### config.mk
export PLATFORM = sky130hd
export DESIGN_NAME = truth_table_scanner_flat
export DESIGN_NICKNAME = d
export VERILOG_FILES = /design/src/rtl/truth_table_scanner_if.sv /design/src/rtl/truth_table_scanner.sv /design/src/flat_wrapper.sv
export SDC_FILE = /design/constraint.sdc
export NUM_CORES = 1
export LEC_CHECK = 0
export ABC_AREA = 1
export CAP_MARGIN = 40
export CELL_PAD_IN_SITES_DETAIL_PLACEMENT = 1
export CELL_PAD_IN_SITES_GLOBAL_PLACEMENT = 1
export CORE_UTILIZATION = 43
export DETAILED_ROUTE_END_ITERATION = 16
export PLACE_DENSITY_LB_ADDON = 0.1
export SLEW_MARGIN = 20
export SYNTH_ARGS = -nofsm -noshare
export SYNTH_HDL_FRONTEND = slang
export SYNTH_SLANG_ARGS = --single-unit
### constraint.sdc
create_clock -name clk -period 6.5 [get_ports clk]
set_input_delay 1.3 -clock clk [delete_from_list [all_inputs] [get_ports clk]]
set_output_delay 1.3 -clock clk [all_outputs]
set_load 0.01 [all_outputs]
### src/rtl/truth_table_scanner_if.sv
// Signal bundle between a truth_table_scanner and the 3-input function it probes.
// master drives start/y_in; slave is the scanner itself.
interface truth_table_scanner_if;
   logic       start;
   logic       y_in;
   logic       a_out;
   logic       b_out;
   logic       c_out;
   logic       busy;
   logic       done;
   logic       valid;
   logic [7:0] table_out;
   logic [3:0] ones_count;
   logic       dep_a;
   logic       dep_b;
   logic       dep_c;

   modport master (
      output start, y_in,
      input  a_out, b_out, c_out, busy, done, valid,
      input  table_out, ones_count, dep_a, dep_b, dep_c
   );

   modport slave (
      input  start, y_in,
      output a_out, b_out, c_out, busy, done, valid,
      output table_out, ones_count, dep_a, dep_b, dep_c
   );
endinterface

### src/rtl/truth_table_scanner.sv
// Walks all 8 minterms of a 3-input function, samples its response and publishes the table.
// Define SCANNER_DEPENDENCY_EN to build the per-variable dependency detectors (dep_* tied 0 otherwise).
module truth_table_scanner #(
   parameter int unsigned SETTLE = 1
) (
   input  logic                  clk,
   input  logic                  reset,
   truth_table_scanner_if.slave  bus
);

   typedef enum logic [1:0] {
      IDLE = 2'd0,
      SCAN = 2'd1,
      DONE = 2'd2
   } state_t;

   localparam logic [3:0] SETTLE_LAST = 4'(SETTLE - 1);

   state_t     state;
   state_t     state_next;
   logic [2:0] idx;
   logic [3:0] settle_cnt;
   logic [7:0] shadow;
   logic [7:0] shadow_next;
   logic [7:0] table_q;
   logic [3:0] ones_q;
   logic       valid_q;
   logic       capture;
   logic       scan_last;

   function automatic logic [3:0] popcount8(input logic [7:0] v);
      logic [3:0] n;
      n = '0;
      for (int i = 0; i < 8; i++) begin
         n = n + {3'b000, v[i]};
      end
      return n;
   endfunction

   // NOTE: state registers use non-blocking assignments so every flop samples pre-edge values.
   always_ff @(posedge clk or posedge reset) begin
      if (reset) state <= IDLE;
      else       state <= state_next;
   end

   // NOTE: every signal written here gets a default first, otherwise a latch is inferred.
   always_comb begin
      state_next = state;
      capture    = 1'b0;
      scan_last  = 1'b0;
      case (state)
         IDLE: if (bus.start) state_next = SCAN;
         SCAN: begin
            capture   = (settle_cnt == SETTLE_LAST);
            scan_last = capture && (idx == 3'd7);
            if (scan_last) state_next = DONE;
         end
         DONE:    state_next = IDLE;
         default: state_next = IDLE;
      endcase
   end

   // The final minterm is merged here so the result registers load it on the same edge.
   always_comb begin
      shadow_next = shadow;
      if (capture) shadow_next[idx] = bus.y_in;
   end

   // NOTE: the shadow table is a plain register, so it is reset like the rest of the state.
   always_ff @(posedge clk or posedge reset) begin
      if (reset) begin
         idx        <= '0;
         settle_cnt <= '0;
         shadow     <= '0;
         table_q    <= '0;
         ones_q     <= '0;
         valid_q    <= 1'b0;
      end else begin
         case (state)
            IDLE: begin
               if (bus.start) begin
                  idx        <= '0;
                  settle_cnt <= '0;
                  valid_q    <= 1'b0;
               end
            end
            SCAN: begin
               shadow <= shadow_next;
               if (capture) begin
                  settle_cnt <= '0;
                  if (scan_last) begin
                     table_q <= shadow_next;
                     ones_q  <= popcount8(shadow_next);
                     valid_q <= 1'b1;
                  end else begin
                     idx <= idx + 3'd1;
                  end
               end else begin
                  settle_cnt <= settle_cnt + 4'd1;
               end
            end
            default: ;
         endcase
      end
   end

`ifdef SCANNER_DEPENDENCY_EN
   logic [2:0] dep_q;

   // A variable matters iff the two half-tables it selects between differ.
   always_ff @(posedge clk or posedge reset) begin
      if (reset) begin
         dep_q <= '0;
      end else if (scan_last) begin
         dep_q <= {(shadow_next[7:4] != shadow_next[3:0]),
                   ({shadow_next[7:6], shadow_next[3:2]} != {shadow_next[5:4], shadow_next[1:0]}),
                   ({shadow_next[7], shadow_next[5], shadow_next[3], shadow_next[1]} !=
                    {shadow_next[6], shadow_next[4], shadow_next[2], shadow_next[0]})};
      end
   end

   assign bus.dep_a = dep_q[2];
   assign bus.dep_b = dep_q[1];
   assign bus.dep_c = dep_q[0];
`else
   assign bus.dep_a = 1'b0;
   assign bus.dep_b = 1'b0;
   assign bus.dep_c = 1'b0;
`endif

   assign {bus.a_out, bus.b_out, bus.c_out} = (state == SCAN) ? idx : 3'b000;
   assign bus.busy       = (state == SCAN);
   assign bus.done       = (state == DONE);
   assign bus.valid      = valid_q;
   assign bus.table_out  = table_q;
   assign bus.ones_count = ones_q;

endmodule

### src/flat_wrapper.sv
// flat-port wrapper written by rule: the top's interface ports become plain ports
module truth_table_scanner_flat 
#(
   parameter int unsigned SETTLE = 1
)
  (clk, reset, bus_start, bus_y_in, bus_a_out, bus_b_out, bus_c_out, bus_busy, bus_done, bus_valid, bus_table_out, bus_ones_count, bus_dep_a, bus_dep_b, bus_dep_c);
  truth_table_scanner_if bus_i ();
  input  logic clk;
  input  logic reset;
  input wire logic [$bits(bus_i.start)-1:0] bus_start;
  input wire logic [$bits(bus_i.y_in)-1:0] bus_y_in;
  output wire logic [$bits(bus_i.a_out)-1:0] bus_a_out;
  output wire logic [$bits(bus_i.b_out)-1:0] bus_b_out;
  output wire logic [$bits(bus_i.c_out)-1:0] bus_c_out;
  output wire logic [$bits(bus_i.busy)-1:0] bus_busy;
  output wire logic [$bits(bus_i.done)-1:0] bus_done;
  output wire logic [$bits(bus_i.valid)-1:0] bus_valid;
  output wire logic [$bits(bus_i.table_out)-1:0] bus_table_out;
  output wire logic [$bits(bus_i.ones_count)-1:0] bus_ones_count;
  output wire logic [$bits(bus_i.dep_a)-1:0] bus_dep_a;
  output wire logic [$bits(bus_i.dep_b)-1:0] bus_dep_b;
  output wire logic [$bits(bus_i.dep_c)-1:0] bus_dep_c;
  assign bus_i.start = bus_start;
  assign bus_i.y_in = bus_y_in;
  assign bus_a_out = bus_i.a_out;
  assign bus_b_out = bus_i.b_out;
  assign bus_c_out = bus_i.c_out;
  assign bus_busy = bus_i.busy;
  assign bus_done = bus_i.done;
  assign bus_valid = bus_i.valid;
  assign bus_table_out = bus_i.table_out;
  assign bus_ones_count = bus_i.ones_count;
  assign bus_dep_a = bus_i.dep_a;
  assign bus_dep_b = bus_i.dep_b;
  assign bus_dep_c = bus_i.dep_c;
  truth_table_scanner #(.SETTLE(SETTLE)) u_core (.clk(clk), .reset(reset), .bus(bus_i));
endmodule
-- Yosys cells after proc, flatten, opt, wreduce, memory -nomap -nowiden
Index checks and enable logic that the tools add are counted.
- register bits: 30
- latch bits: 0
- bits in writable memories: 0
- bits in read-only memories: 0
- input port bits: 4
- word-level logic and storage cells: 57
- memories kept: 0
- add/subtract/negate cells: 9
- $mul: 0
- divide/modulo/power cells: 0
- order comparisons: 2
- equal/unequal tests: 8
- shift operators: 0
- muxes and demuxes: 21
- bitwise logic cells: 0
- reduce and logical (&&, ||, !) cells: 10
- operators by type and width (cell ; count):
    4-bit by 1-bit adder with 4-bit output ; 6
    3-bit 2-to-1 mux ; 4
    8-bit bitwise mux ; 1
    4-bit 2-to-1 mux ; 2
    8-bit 2-to-1 mux ; 1
    4-bit one-hot mux with 2 select lines ; 1
    4-bit AND reduction ; 2
    1-bit 2-to-1 mux ; 6
    2-bit by 1-bit != test with 1-bit output, second input constant ; 3
    3-bit one-hot mux with 2 select lines ; 1
    4-bit by 1-bit adder with 4-bit output, second input constant ; 1
    4-bit zero test ; 1
    3-bit by 4-bit less-than comparator with 1-bit output, second input constant ; 1
    2-bit 2-to-1 mux ; 2
    2-bit != test, second input constant ; 2
    2-bit one-hot mux with 2 select lines ; 1
    2-bit AND reduction ; 2
    3-bit by 1-bit adder with 3-bit output, second input constant ; 1
    1-bit demux with 3-bit select ; 1
    3-bit equality test, second input constant ; 1
    3-bit by 1-bit >= comparator with 1-bit output, second input constant ; 1
    3-bit AND reduction ; 1
    1-bit by 1-bit adder with 2-bit output ; 1
    2-bit by 1-bit equality test with 1-bit output, second input constant ; 1
    other kinds (5) ; 6

-- Logic depth before layout (Yosys ltp)
- depth in word-level cells: 13
- mapped depth: 16
- depth with buffers taken out: 16

-- Least setup slack after synthesis
No wires, ideal clock.
- path kind: in2reg
- start point: in bus_y_in
- end point: reg u_core.ones_q[1], in the netlist u_core.bus.ones_count[1]
- arrival: 3968 ps
- data required time: 6417 ps
- slack: 2449 ps
- stages on the path: 13
- buffers on the path: 0
- path through: inv_1 > nand3_1 > nand2_1 > nand2_1 > nand2_1 > inv_1 > ha_1 > fa_1 > fa_1 > fa_1 > inv_1 > fa_1 > o21ai_0
- cells in the longest elaborated chain, start to end: 9
- RTL lines (element ; line ; RTL):
    start, declared ; flat_wrapper.sv:11 ; input wire logic [$bits(bus_i.y_in)-1:0] bus_y_in;
    8-bit bitwise mux ; truth_table_scanner.sv:66 ; if (capture) shadow_next[idx] = bus.y_in;
    8-bit 2-to-1 mux ; truth_table_scanner.sv:66 ;
    net u_core.shadow_next[1] ; truth_table_scanner.sv:24 ; logic [7:0] shadow_next;
    1-bit by 1-bit adder with 2-bit output ; truth_table_scanner.sv:35 ; n = n + {3'b000, v[i]};
    4-bit by 1-bit adder with 4-bit output (6 in a row) ; truth_table_scanner.sv:35 ;
    end signal, assigned ; truth_table_scanner.sv:93 ; ones_q <= popcount8(shadow_next);
    end, declared ; truth_table_scanner.sv:26 ; logic [3:0] ones_q;
The timed path passes the listed nets, and every way through them passes these cells.
A chain may end at the register's enable or synchronous reset.

-- Final worst setup path
Ends and elaborated chain as after synthesis.

==> impl_metrics.json <==
{
  "status": "finished, final reports clean",
  "root_buffer": "clkbuf_8",
  "drv_slew": 0,
  "antenna_found_initial": 0,
  "final_layout_size_suffix_gt1_share_pct": 6.38,
  "gp_congestion": 0.822,
  "rows": 22,
  "viasPerCell": 4.94,
  "drt-pass1-iter-count": 4,
  "io_pins": 25,
  "die_height_um": 65.3,
  "fin_skew_ns": 0.00526,
  "syn_area_um2": 1720,
  "drt-initial-drc-count": 56,
  "synthAdderAreaFrac_pct": 9.74,
  "leakagePower_nw": 1.04,
  "worstPathArrival_ns": 4.74,
  "cts_sinks": 30,
  "fin_crit_sh_pct": 69.8,
  "synth-seq-area-share_pct": 43.6,
  "worstHoldPathType": "reg -> reg",
  "drt_wl_total_um": 3820,
  "drc": 0,
  "postPlaceCellArea_um2": 1960,
  "synth_simple_gate_area_share_pct": 31.6,
  "min_path_cells": 2,
  "avgRoutedWirePerCell_um": 13.5,
  "hold_viol": 0,
  "synthXorXnorAreaFrac_pct": 1.53,
  "hpwl_um": 2820,
  "cp-startpoint": "bus_y_in",
  "tns_ns": 0,
  "rrSetupSlack_ns": 2.58,
  "cts-resized-gates": 0,
  "nets": 249,
  "synth_seq_cells": 30,
  "startpoint_type": "input pin",
  "clkLatencyLatePin_ns": 0.28,
  "cap_violations": 0,
  "grt_overflow": 0,
  "fin_ws_ns": 1.96,
  "cts_hold_buf": 0,
  "h-tree-depth": 2,
  "worst_pin_slew_ns": 0.522,
  "clk_path_buf_depth": 2,
  "synth_compound_gate_area_share_pct": 3.63,
  "synth_top_family_by_area": "simple AND/OR/NAND/NOR gates",
  "cts_buffers": 5,
  "muxShareOfSynthArea_pct": 0,
  "period_minus_slack_ns": 4.54,
  "finalSetupViolCount": 0,
  "coreArea_um2": 3740,
  "die_w_um": 65.3,
  "cts_tree": "yes",
  "r2r_cells": 15,
  "postRouteAntennaNets": 0,
  "cts_setup_buffers": 0,
  "fmaxAchievable_mhz": 220,
  "cp_max_fo": 5,
  "grt_usage_pct": 20.9,
  "synth_area_per_cell_um2": 8.20,
  "cp-end-kind": "flop",
  "synth_cell_types": 25,
  "via_count": 1398,
  "grt_setup_unrepaired": "false",
  "synthCells": 210,
  "yosysWarnings": 0,
  "grt_pass1_wl_um": 6650,
  "ir_worst_vdd_v": 0.000388,
  "port_buffers": 21,
  "pre_cts_ws_ns": 1.70,
  "clk_pin_slew_ns": 0.06,
  "reg2reg_from": "u_core.settle_cnt[0]",
  "setup.worst_path.class": "in -> reg",
  "syn_to_final_growth_pct": 19.0,
  "required_ns": 6.70,
  "die_area_um2": 4260,
  "grt_pass1_vias": 1489,
  "hp-start": "u_core.bus.ones_count[0]",
  "start_util_pct": 46.0,
  "p_per_area_nw_per_um2": 586,
  "slew_headroom_pct": 64.9,
  "stdcell_area_um2": 2050,
  "grt_max_degree": 31,
  "n_antenna_cell": 0
}
layout make-up:
class,count,area (um^2)
well taps,48,60.1
fillers,464,1690
repair buffers,22,218
flip-flops and latches,30,751
clock inverters,1,5.00
clock buffers,7,86.3
multi-input cells,144,812
inverters,31,118
state kept, by name, indices dropped and copies added, names as in the netlist:
name	flops
u_core.bus.table_out	8
u_core.shadow	8
u_core.bus.ones_count	4
u_core.settle_cnt	4
u_core.idx	3
u_core.state	2
u_core.bus.valid	1
where the power goes:
group	switching [mW]	total (mW)	internal, mW
Sequential	0.0523	0.311	0.259
Clock	0.0704	0.156	0.0853
Combinational	0.396	0.734	0.338
cells by family (layout without fill, tap and decap cells):
kind of cell / Yosys count / count (layout)
adder cells (fa/ha/maj): 11 / 11
buffers and inverters: 38 / 61
AND/OR/NAND/NOR: 115 / 115
other: 1 / 3
XOR/XNOR: 3 / 3
flip-flops: 30 / 30
AO/OA/AOI/OAI: 12 / 12
critical path, stage by stage:
cell	delay [ns]
clkdlybuf4s50_1	0.48
inv_1	0.15
nand3_1	0.09
nand2_1	0.08
nand2_1	0.07
nand2_1	0.09
inv_1	0.05
ha_1	0.28
fa_1	0.54
fa_1	0.45
fa_1	0.46
inv_1	0.10
fa_1	0.43
o21ai_0	0.17
metal layers:
layer,routed length (um),part of all wire (%),global-route usage [%],up-vias
met3,120,3.1,4.86,6
met2,1840,48,35.6,22
met5,0,0,0,-
met4,57,1.5,7.34,0
met1,1800,47,25.8,677
li1,-,-,-,693
synthesized netlist by cell type, drive strengths merged:
library cell / number / area, um^2
xor2: 2 / 17.5
o21ai: 9 / 45.0
nand4: 5 / 31.3
inv: 30 / 113
conb: 1 / 3.75
a21oi: 1 / 5.00
nor3: 1 / 5.00
o22ai: 2 / 12.5
and2: 10 / 62.6
ha: 7 / 87.6
nand2: 66 / 270
fa: 4 / 80.1
buf: 7 / 48.8
xnor2: 1 / 8.76
clkinv: 1 / 5.00
nand3: 20 / 100
nor2: 11 / 60.1
dfrtp: 30 / 751
nand3b: 2 / 15.0
worst paths after layout:
check,end
worst max-delay path,u_core.bus.ones_count[1]
worst min-delay path,u_core.bus.ones_count[0]
worst max register to register,u_core.bus.ones_count[1]
worst min register to register,u_core.bus.ones_count[0]
max in group asynchronous,u_core.bus.table_out[7]
min in group asynchronous,u_core.state[1]
placed cells by master (no fill, tap or decap):
master / instances
nand2_1: 63
dfrtp_1: 30
inv_1: 29
clkdlybuf4s50_1: 21
nand3_1: 20
and2_1: 10
nor2_1: 9
o21ai_0: 9
ha_1: 7
clkbuf_8: 6
nand4_1: 5
fa_1: 4
nand2_4: 3
conb_1: 3
clkinv_2: 2
nand3b_1: 2
xor2_1: 2
o22ai_1: 2
nor2_2: 1
inv_2: 1
nor2_8: 1
a21oi_1: 1
nor3_1: 1
xnor2_1: 1
clkbuf_1: 1
buf_4: 1
through the flow:
stage               instances  utilization [%]  power (mW)  hold WS [ns]
finish                    283             54.7        1.20         0.479
global route              283             54.7        1.33         0.507
CTS                       283             54.7        1.22         0.490
detailed placement        275             52.3        1.05         0.469
global placement          275             52.3       0.992         0.463
floorplan                 212                -       0.808         0.468
No activity file was read; power rests on OpenSTA's default activity.
